<file path="config.mk">
export PLATFORM = sky130hd
export DESIGN_NAME = pc_unit
export DESIGN_NICKNAME = d
export VERILOG_FILES = /design/src/rtl/pc_unit.sv
export SDC_FILE = /design/constraint.sdc
export NUM_CORES = 1
export LEC_CHECK = 0
export ABC_CLOCK_PERIOD_IN_PS = 4000
export CORE_MARGIN = 10
export CORE_UTILIZATION = 40
export CTS_BUF_LIST = sky130_fd_sc_hd__clkbuf_4
export DETAILED_ROUTE_END_ITERATION = 6
export GPL_ROUTABILITY_DRIVEN = 0
export PLACE_DENSITY_LB_ADDON = 0.12
export SYNTH_ARGS = -nofsm -noshare
export SYNTH_HDL_FRONTEND = slang
export SYNTH_SLANG_ARGS = --single-unit
</file>
<file path="constraint.sdc">
create_clock -name clk -period 4 [get_ports clk]
set_clock_uncertainty 0.05 [all_clocks]
set_input_delay 0.6 -clock clk [delete_from_list [all_inputs] [get_ports clk]]
set_output_delay 0.6 -clock clk [all_outputs]
set_load 0.01 [all_outputs]
</file>
<file path="src/rtl/pc_unit.sv">
// pc_unit: fetch program counter with trap/redirect selection, halt control,
// target-alignment checking and a redirect epoch for discarding stale fetches.
module pc_unit #(
  parameter int              XLEN         = 32,
  parameter logic [XLEN-1:0] RESET_VECTOR = 32'h8000_0000,
  parameter bit              C_EXT        = 1'b0,
  parameter int              EPOCH_W      = 2
) (
  input  logic               clk,
  input  logic               rst,
  output logic               fetch_valid,
  input  logic               fetch_ready,
  output logic [XLEN-1:0]    pc_out,
  output logic [EPOCH_W-1:0] epoch,
  input  logic               ilen16,
  input  logic               redir_valid,
  input  logic [XLEN-1:0]    redir_pc,
  input  logic               branch,
  input  logic               isjalr,
  input  logic [XLEN-1:0]    offset,
  input  logic [XLEN-1:0]    jalr_reg,
  input  logic               trap_valid,
  input  logic [XLEN-1:0]    trap_vector,
  input  logic               halt_req,
  output logic               halted,
  output logic               misalign_err
);
  typedef enum logic [1:0] {BOOT, RUN, HALT, WAIT} state_t;
  state_t               state_q, state_d;
  logic [XLEN-1:0]      pc_q, pc_d, target, step;
  logic [EPOCH_W-1:0]   epoch_q, epoch_d, epoch_inc;
  logic                 fv_q, halted_q, mis_q, mis_d, fire, taken, bad;
  assign fire      = fv_q & fetch_ready;
  assign taken     = redir_valid & (branch | isjalr);
  assign target    = isjalr ? (jalr_reg + offset) & ~XLEN'(1) : redir_pc + offset;
  assign bad       = C_EXT ? target[0] : |target[1:0];
  assign step      = (C_EXT && ilen16) ? XLEN'(2) : XLEN'(4);
  assign epoch_inc = epoch_q + EPOCH_W'(1);
  // A trap or taken redirect cancels any pending request, so halt may follow it
  always_comb begin
    state_d = state_q;
    pc_d    = pc_q;
    epoch_d = epoch_q;
    mis_d   = 1'b0;
    case (state_q)
      BOOT: state_d = RUN;
      WAIT: begin
        pc_d    = trap_valid ? trap_vector : pc_q;
        epoch_d = trap_valid ? epoch_inc : epoch_q;
        state_d = trap_valid ? RUN : WAIT;
      end
      default: begin
        if (trap_valid) begin
          pc_d    = trap_vector;
          epoch_d = epoch_inc;
          state_d = (state_q == HALT || halt_req) ? HALT : RUN;
        end else if (taken) begin
          epoch_d = epoch_inc;
          mis_d   = bad;
          pc_d    = bad ? pc_q : target;
          state_d = bad ? WAIT : halt_req ? HALT : RUN;
        end else if (state_q == HALT) begin
          state_d = halt_req ? HALT : RUN;
        end else if (fire) begin
          pc_d    = pc_q + step;
          state_d = halt_req ? HALT : RUN;
        end
      end
    endcase
  end
  always_ff @(posedge clk or negedge rst) begin
    if (!rst) begin
      state_q  <= BOOT;
      pc_q     <= RESET_VECTOR;
      epoch_q  <= '0;
      fv_q     <= 1'b0;
      halted_q <= 1'b0;
      mis_q    <= 1'b0;
    end else begin
      state_q  <= state_d;
      pc_q     <= pc_d;
      epoch_q  <= epoch_d;
      fv_q     <= state_d == RUN;
      halted_q <= state_d == HALT;
      mis_q    <= mis_d;
    end
  end
  assign fetch_valid  = fv_q;
  assign pc_out       = pc_q;
  assign epoch        = epoch_q;
  assign halted       = halted_q;
  assign misalign_err = mis_q;
endmodule

</file>
Word level (Yosys, flattened, before mapping)
Cells that the tools add are included.
Widths: inputs -> output; s select.
{"block": "op_classes", "addsub": 4, "n_eq_ne": 7, "n_mux": 24, "n_bitwise": 4, "reduce_logical": 8}
{"operator": "$mux 32", "count": 7}
{"operator": "$add 32x32->32", "count": 2}
{"operator": "$pmux 32 s2", "count": 1}
{"operator": "$add 32x3->32 const B", "count": 1}
{"operator": "$mux 2", "count": 11}
{"operator": "$pmux 2 s2", "count": 2}
{"operator": "$eq 2x2->1 const B", "count": 3}
{"operator": "$ne 3x3->1 const B", "count": 2}
{"operator": "$reduce_and 5->1", "count": 1}
{"operator": "$reduce_or 2->1", "count": 2}
{"operator": "$mux 1", "count": 3}
{"operator": "$reduce_and 3->1", "count": 1}
{"operator": "$reduce_bool 3->1", "count": 1}
{"operator": "$add 2x1->2 const B", "count": 1}
{"operator": "$and 1x1->1", "count": 2}
{"operator": "$eq 2x1->1 const B", "count": 1}
{"operator": "$logic_not 2->1", "count": 1}
{"operator": "$ne 2x2->1 const B", "count": 1}
{"operator": "$reduce_bool 2->1", "count": 1}
{"operator": "$logic_or 1x1->1", "count": 1}
{"operator": "$not 1->1", "count": 1}
{"operator": "$or 1x1->1", "count": 1}
{"block": "totals", "regBits": 39, "in_bits": 137, "wordCells": 53}

Logic depth before layout (Yosys ltp)
Gate-level depths: netlist (run 1).
{"block": "logic_depth", "word_depth": 8, "depth_mapped": 13, "depth_no_buf": 13}

Least setup slack after synthesis (run 1)
No wires, ideal clock.
{"block": "synth_timing", "kind": "input -> register", "startpoint": "input port offset[1]", "endpoint": "register pc_q[30] (netlist: pc_out[30])", "arrival_ps": 2823, "required_ps": 3846, "slack_ps": 1023, "cell_stages": 12, "path_cell_list": "inv_1 -> fa_1 -> nor2b_1 -> o21a_1 -> o21ai_1 -> o311a_2 -> a211oi_2 -> a21boi_2 -> o21ai_2 -> a211oi_1 -> xor2_1 -> a221oi_1"}
{"block": "synth_between", "elab_chain_len": 6, "word_cells_on_any_way": 10}
{"item": "start, declared", "line": "20", "rtl": "input logic [XLEN-1:0] offset,"}
{"item": "$add 32x32->32", "line": "35", "rtl": "assign target = isjalr ? (jalr_reg + offset) & ~XLEN'(1) : redir_pc + offset;"}
{"item": "$mux 32 *", "line": "35"}
{"item": "$mux 32", "line": "60", "rtl": "pc_d = bad ? pc_q : target;"}
{"item": "$mux 32", "line": "57", "rtl": "end else if (taken) begin"}
{"item": "$mux 32", "line": "53", "rtl": "if (trap_valid) begin"}
{"item": "$pmux 32 s2", "line": "45", "rtl": "case (state_q)"}
{"item": "end signal, assigned", "line": "81", "rtl": "pc_q <= pc_d;"}
{"item": "end, declared", "line": "30", "rtl": "logic [XLEN-1:0] pc_q, pc_d, target, step;"}
Mark *: on every way between the ends. The rest lies on a longest branch, timed or not. The select of a mux whose other input is x is not followed.
A chain may end at the register's enable or synchronous reset.

Worst setup path in the final report (run 1)
{"block": "layout_timing", "startpoint": "input port offset[0]", "endpoint": "register pc_q[30] (netlist: pc_out[30])"}
The elaborated chain is that of the path after synthesis.

==> implementation parameters, run 1 <==
Parameter                              Value

Logic synthesis
  Post-synth EDFFs    0
  Mean cell area of the mapped netlist    7.34 µm²
  Most common flop cell mapped by yosys    dfrtp_1
  Sequential cell area fraction in the yosys report    16.1%
  Count of warnings emitted by yosys    0
  Post-synth top area cell    dfrtp_1
  Synthesized netlist cell count    828
  Total of flip-flops plus latches after synthesis    39
  Biggest area contributors in the synthesized netlist    dfrtp_1 16%, ha_1 13%, a21oi_1 8.7%, xnor2_1 5.5%, o21ai_0 5.4%
  Fraction of registers with async set or reset after synthesis    100%
  Share of the synthesized area in the top cell type    15.6%
  Library cells used by synthesis    75
  Syn nets    1032
  Syn Std Cell Area    0.00608 mm²

Clock tree
  Hold buffer count at CTS    0
  Number of buffers inserted by post-CTS setup repair    0
  TritonCTS clock tree    built
  CTS Buf Count    5
  Post-CTS clock slew at the launch and capture registers of the worst setup and hold paths    0.12 ns
  Count of cells resized by post-cts repair    0
  Later-pin clock latency in the skew report    0.36 ns
  Clock sink count    39
  H-Tree Depth    2
  Largest buffer count on any clock path    2
  Root buffer cell    clkbuf_4

Route
  Initial detailed-routing violation count    500
  Routed via count divided by cell count    5.72
  Total detailed-routing wirelength    21.6 mm
  Final routed wire length divided by cell count    18.1 µm
  Antenna viol nets, final    0
  Vias post-DR    6832
  Drc violations    0
  DR pass1 iterations    5

STA
  Final critical-path required period    3.69 ns
  Fin. Hold Viols    0
  Total Negative Setup Slacks    0 ns
  Unrepaired setup endpoints after global routing    false
  Final period util    92.2%
  Fmax    271 MHz
  Max transition margin    39.1%
  Final setup viols    0
  Actual transition at the worst max-transition pin    0.913 ns
  Number of slew-limit violations in the final report    0

Placed design
  Post-DP HPWL    17.8 mm
  Number of buffers added on ports    172

Layout
  Final net count    1209
  Synth-to-Final Area Change    33.5%
  Highest-count cells in the layout ignoring fill and taps    171 x clkdlybuf4s50_1, 106 x a21oi_1, 86 x nand2_1, 69 x nor2_1
  Most common cell after layout, fill and taps aside    clkdlybuf4s50_1
  Share of cells above drive strength 1    6.36%
  Number of antenna cells inserted    0

Floorplan
  Chip Height    143 µm
  Top-level port count    174
  Die footprint    0.0205 mm²
  Number of placement rows    45
  Die span in x    143 µm
  Area of the core region    0.0150 mm²
  Effective utilization at floorplan    40.4%

Setup path
  Register-to-register setup slack    1.32 ns
  Kind of start point of the critical path    input port
  Reg2Reg Launch Point    pc_out[4]
  Maximum fanout encountered on the critical timing path    2
  R2R Path End    pc_out[29]
  R2R cell count    9
  Startpoint-to-endpoint class of the critical path    input port to register
  Top cell by count, worst path    a21oi_1
  Critical-path cell list    clkdlybuf4s50_1, ha_1, inv_1, fa_1, nand2b_1, a21oi_1, o2111ai_1, a21oi_2, a21oi_1, o21ai_1, o41ai_1, buf_4, o21ai_0, xnor2_1, a221oi_1
  Kind of end point of the critical path    register
  Data required, critical path    4.20 ns
  Max stage delay on crit path    0.49 ns
  Library cell contributing the largest single delay on the critical path    clkdlybuf4s50_1
  Endpoint arrival time on the critical path    3.89 ns

Power
  Total power draw    3200 µW
  IR drop worst, VDD    162 µV
  Pleak    0.00341 µW
  Power density over cell area    395 mW/mm²

Global routing
  Initial antenna violation count    0
  Global-route wire length before repair    34.0 mm
  Overflow left after global routing    0
  Total routing resource utilization after global routing    20.2%
  Via count of the first global-routing pass    6597
  Maximum number of pins on one net before global-route repair    40

Flow run
  Number of maximum-capacitance violations    0

Outcome
  Run status    finished, final reports clean

Worst hold path
  Worst Hold Class    input port to asynchronous set/reset pin
[synthesized netlist by cell type (3+ instances only)]
library cell / number
a21o_2: 4
a31oi_1: 18
ha_1: 65
nand3_1: 29
o21bai_1: 4
o221ai_1: 4
o31ai_1: 3
nand4_1: 10
dfrtp_1: 38
nand2_1: 86
a21oi_1: 106
a21o_1: 32
nor2b_1: 11
clkbuf_1: 20
and2_1: 4
a21boi_0: 4
o21ai_0: 65
o21a_1: 5
a41oi_1: 3
a311oi_1: 3
a221oi_1: 12
xnor2_1: 38
buf_2: 4
inv_1: 27
nand2b_1: 5
o21ai_1: 3
xor2_1: 25
nor3_1: 15
mux2i_1: 3
nor2_1: 70
and3_1: 13
or3_1: 9
a211oi_1: 12
o22ai_1: 16
o211ai_1: 11
o2111ai_1: 4
[logic make-up after synthesis]
| logic type | count (synthesis) | share of synthesized area (%) |
|---|---|---|
| and+or+nand+nor | 266 | 20.6 |
| muxes | 3 | 0.494 |
| AOI/OAI and AO/OA | 331 | 34.6 |
| xor gates and xnor gates | 63 | 9.08 |
| DFF | 39 | 16.1 |
| adders and majority gates | 67 | 14.0 |
| buffers and inverters | 59 | 5.15 |
[through the flow]
step                setup slack (ns)  instances  util, %  hold slack, ns  area [µm²]
floorplan                       1.02        828        -           0.254        6080
global placement              0.0550       1186     53.6           0.416        8070
detailed placement            0.0445       1186     53.6           0.424        8070
CTS                            0.400       1194     54.0           0.326        8120
global route                   0.146       1194     54.0           0.375        8120
finish                         0.311       1194     54.0           0.311        8120
[area by class of cell]
class	count	area, µm²
inverter	27	101
timing repair buffer	202	1950
multi-input combinational	730	4800
sequential	39	977
tap	188	235
clock buffer	6	45.0
fill	1515	6910
clock inverter	2	8.76
[state kept, by name (all words and copies together), names as in the netlist]
name / count
misalign_err: 1
pc_out: 32
state_q: 2
epoch: 2
fetch_valid: 1
halted: 1
[where the power goes]
group	internal, µW	switching [µW]	total (µW)	leakage [µW]
clock	73.0	138	211	0.0000331
sequential	591	241	832	0.000449
combinational	1050	1110	2160	0.00293
total	1720	1490	3200	0.00341
[worst max-delay path by stage]
stage	cells after the start	endpoint	start	slack [ns]
2_1_floorplan	12	pc_out[30]	offset[1]	1.02
3_3_place_gp	15	pc_out[30]	offset[0]	0.06
3_5_place_dp	15	pc_out[30]	offset[0]	0.04
4_1_cts	15	pc_out[30]	offset[0]	0.40
5_1_grt	15	pc_out[30]	offset[0]	0.15
6_report	15	pc_out[30]	offset[0]	0.31
[per-layer routing]
layer  GRT usage, %  routed length, µm  vias to the layer above
met1           27.0               9890                     3107
met5              0                  0                        -
met3           4.15               1610                       28
met4           3.98                356                        0
li1               -                  -                     3450
met2           32.9               9780                      247
[critical path: cells and delay by family]
kind                     cells  cell delay (ns)
XOR/XNOR                     1             0.12
AND/OR/NAND/NOR              1             0.17
buffers and inverters        3             0.69
AO/OA/AOI/OAI                8             1.75
adder cells (fa/ha/maj)      2             0.55
Note: power is estimated with default switching activity, not from simulation.
==> run 2: changes to the inputs <==
Settings changed: ABC_CLOCK_PERIOD_IN_PS 4000 to default.
==> results of run 2 <==
No change in the layout: final DEF, timing and power equal those of run 1.
==> run 3: changes to the inputs <==
Settings changed: CTS_CLUSTER_SIZE from default to 12.
==> results of run 3 <==
No change in the layout: final DEF, timing and power equal those of run 1.
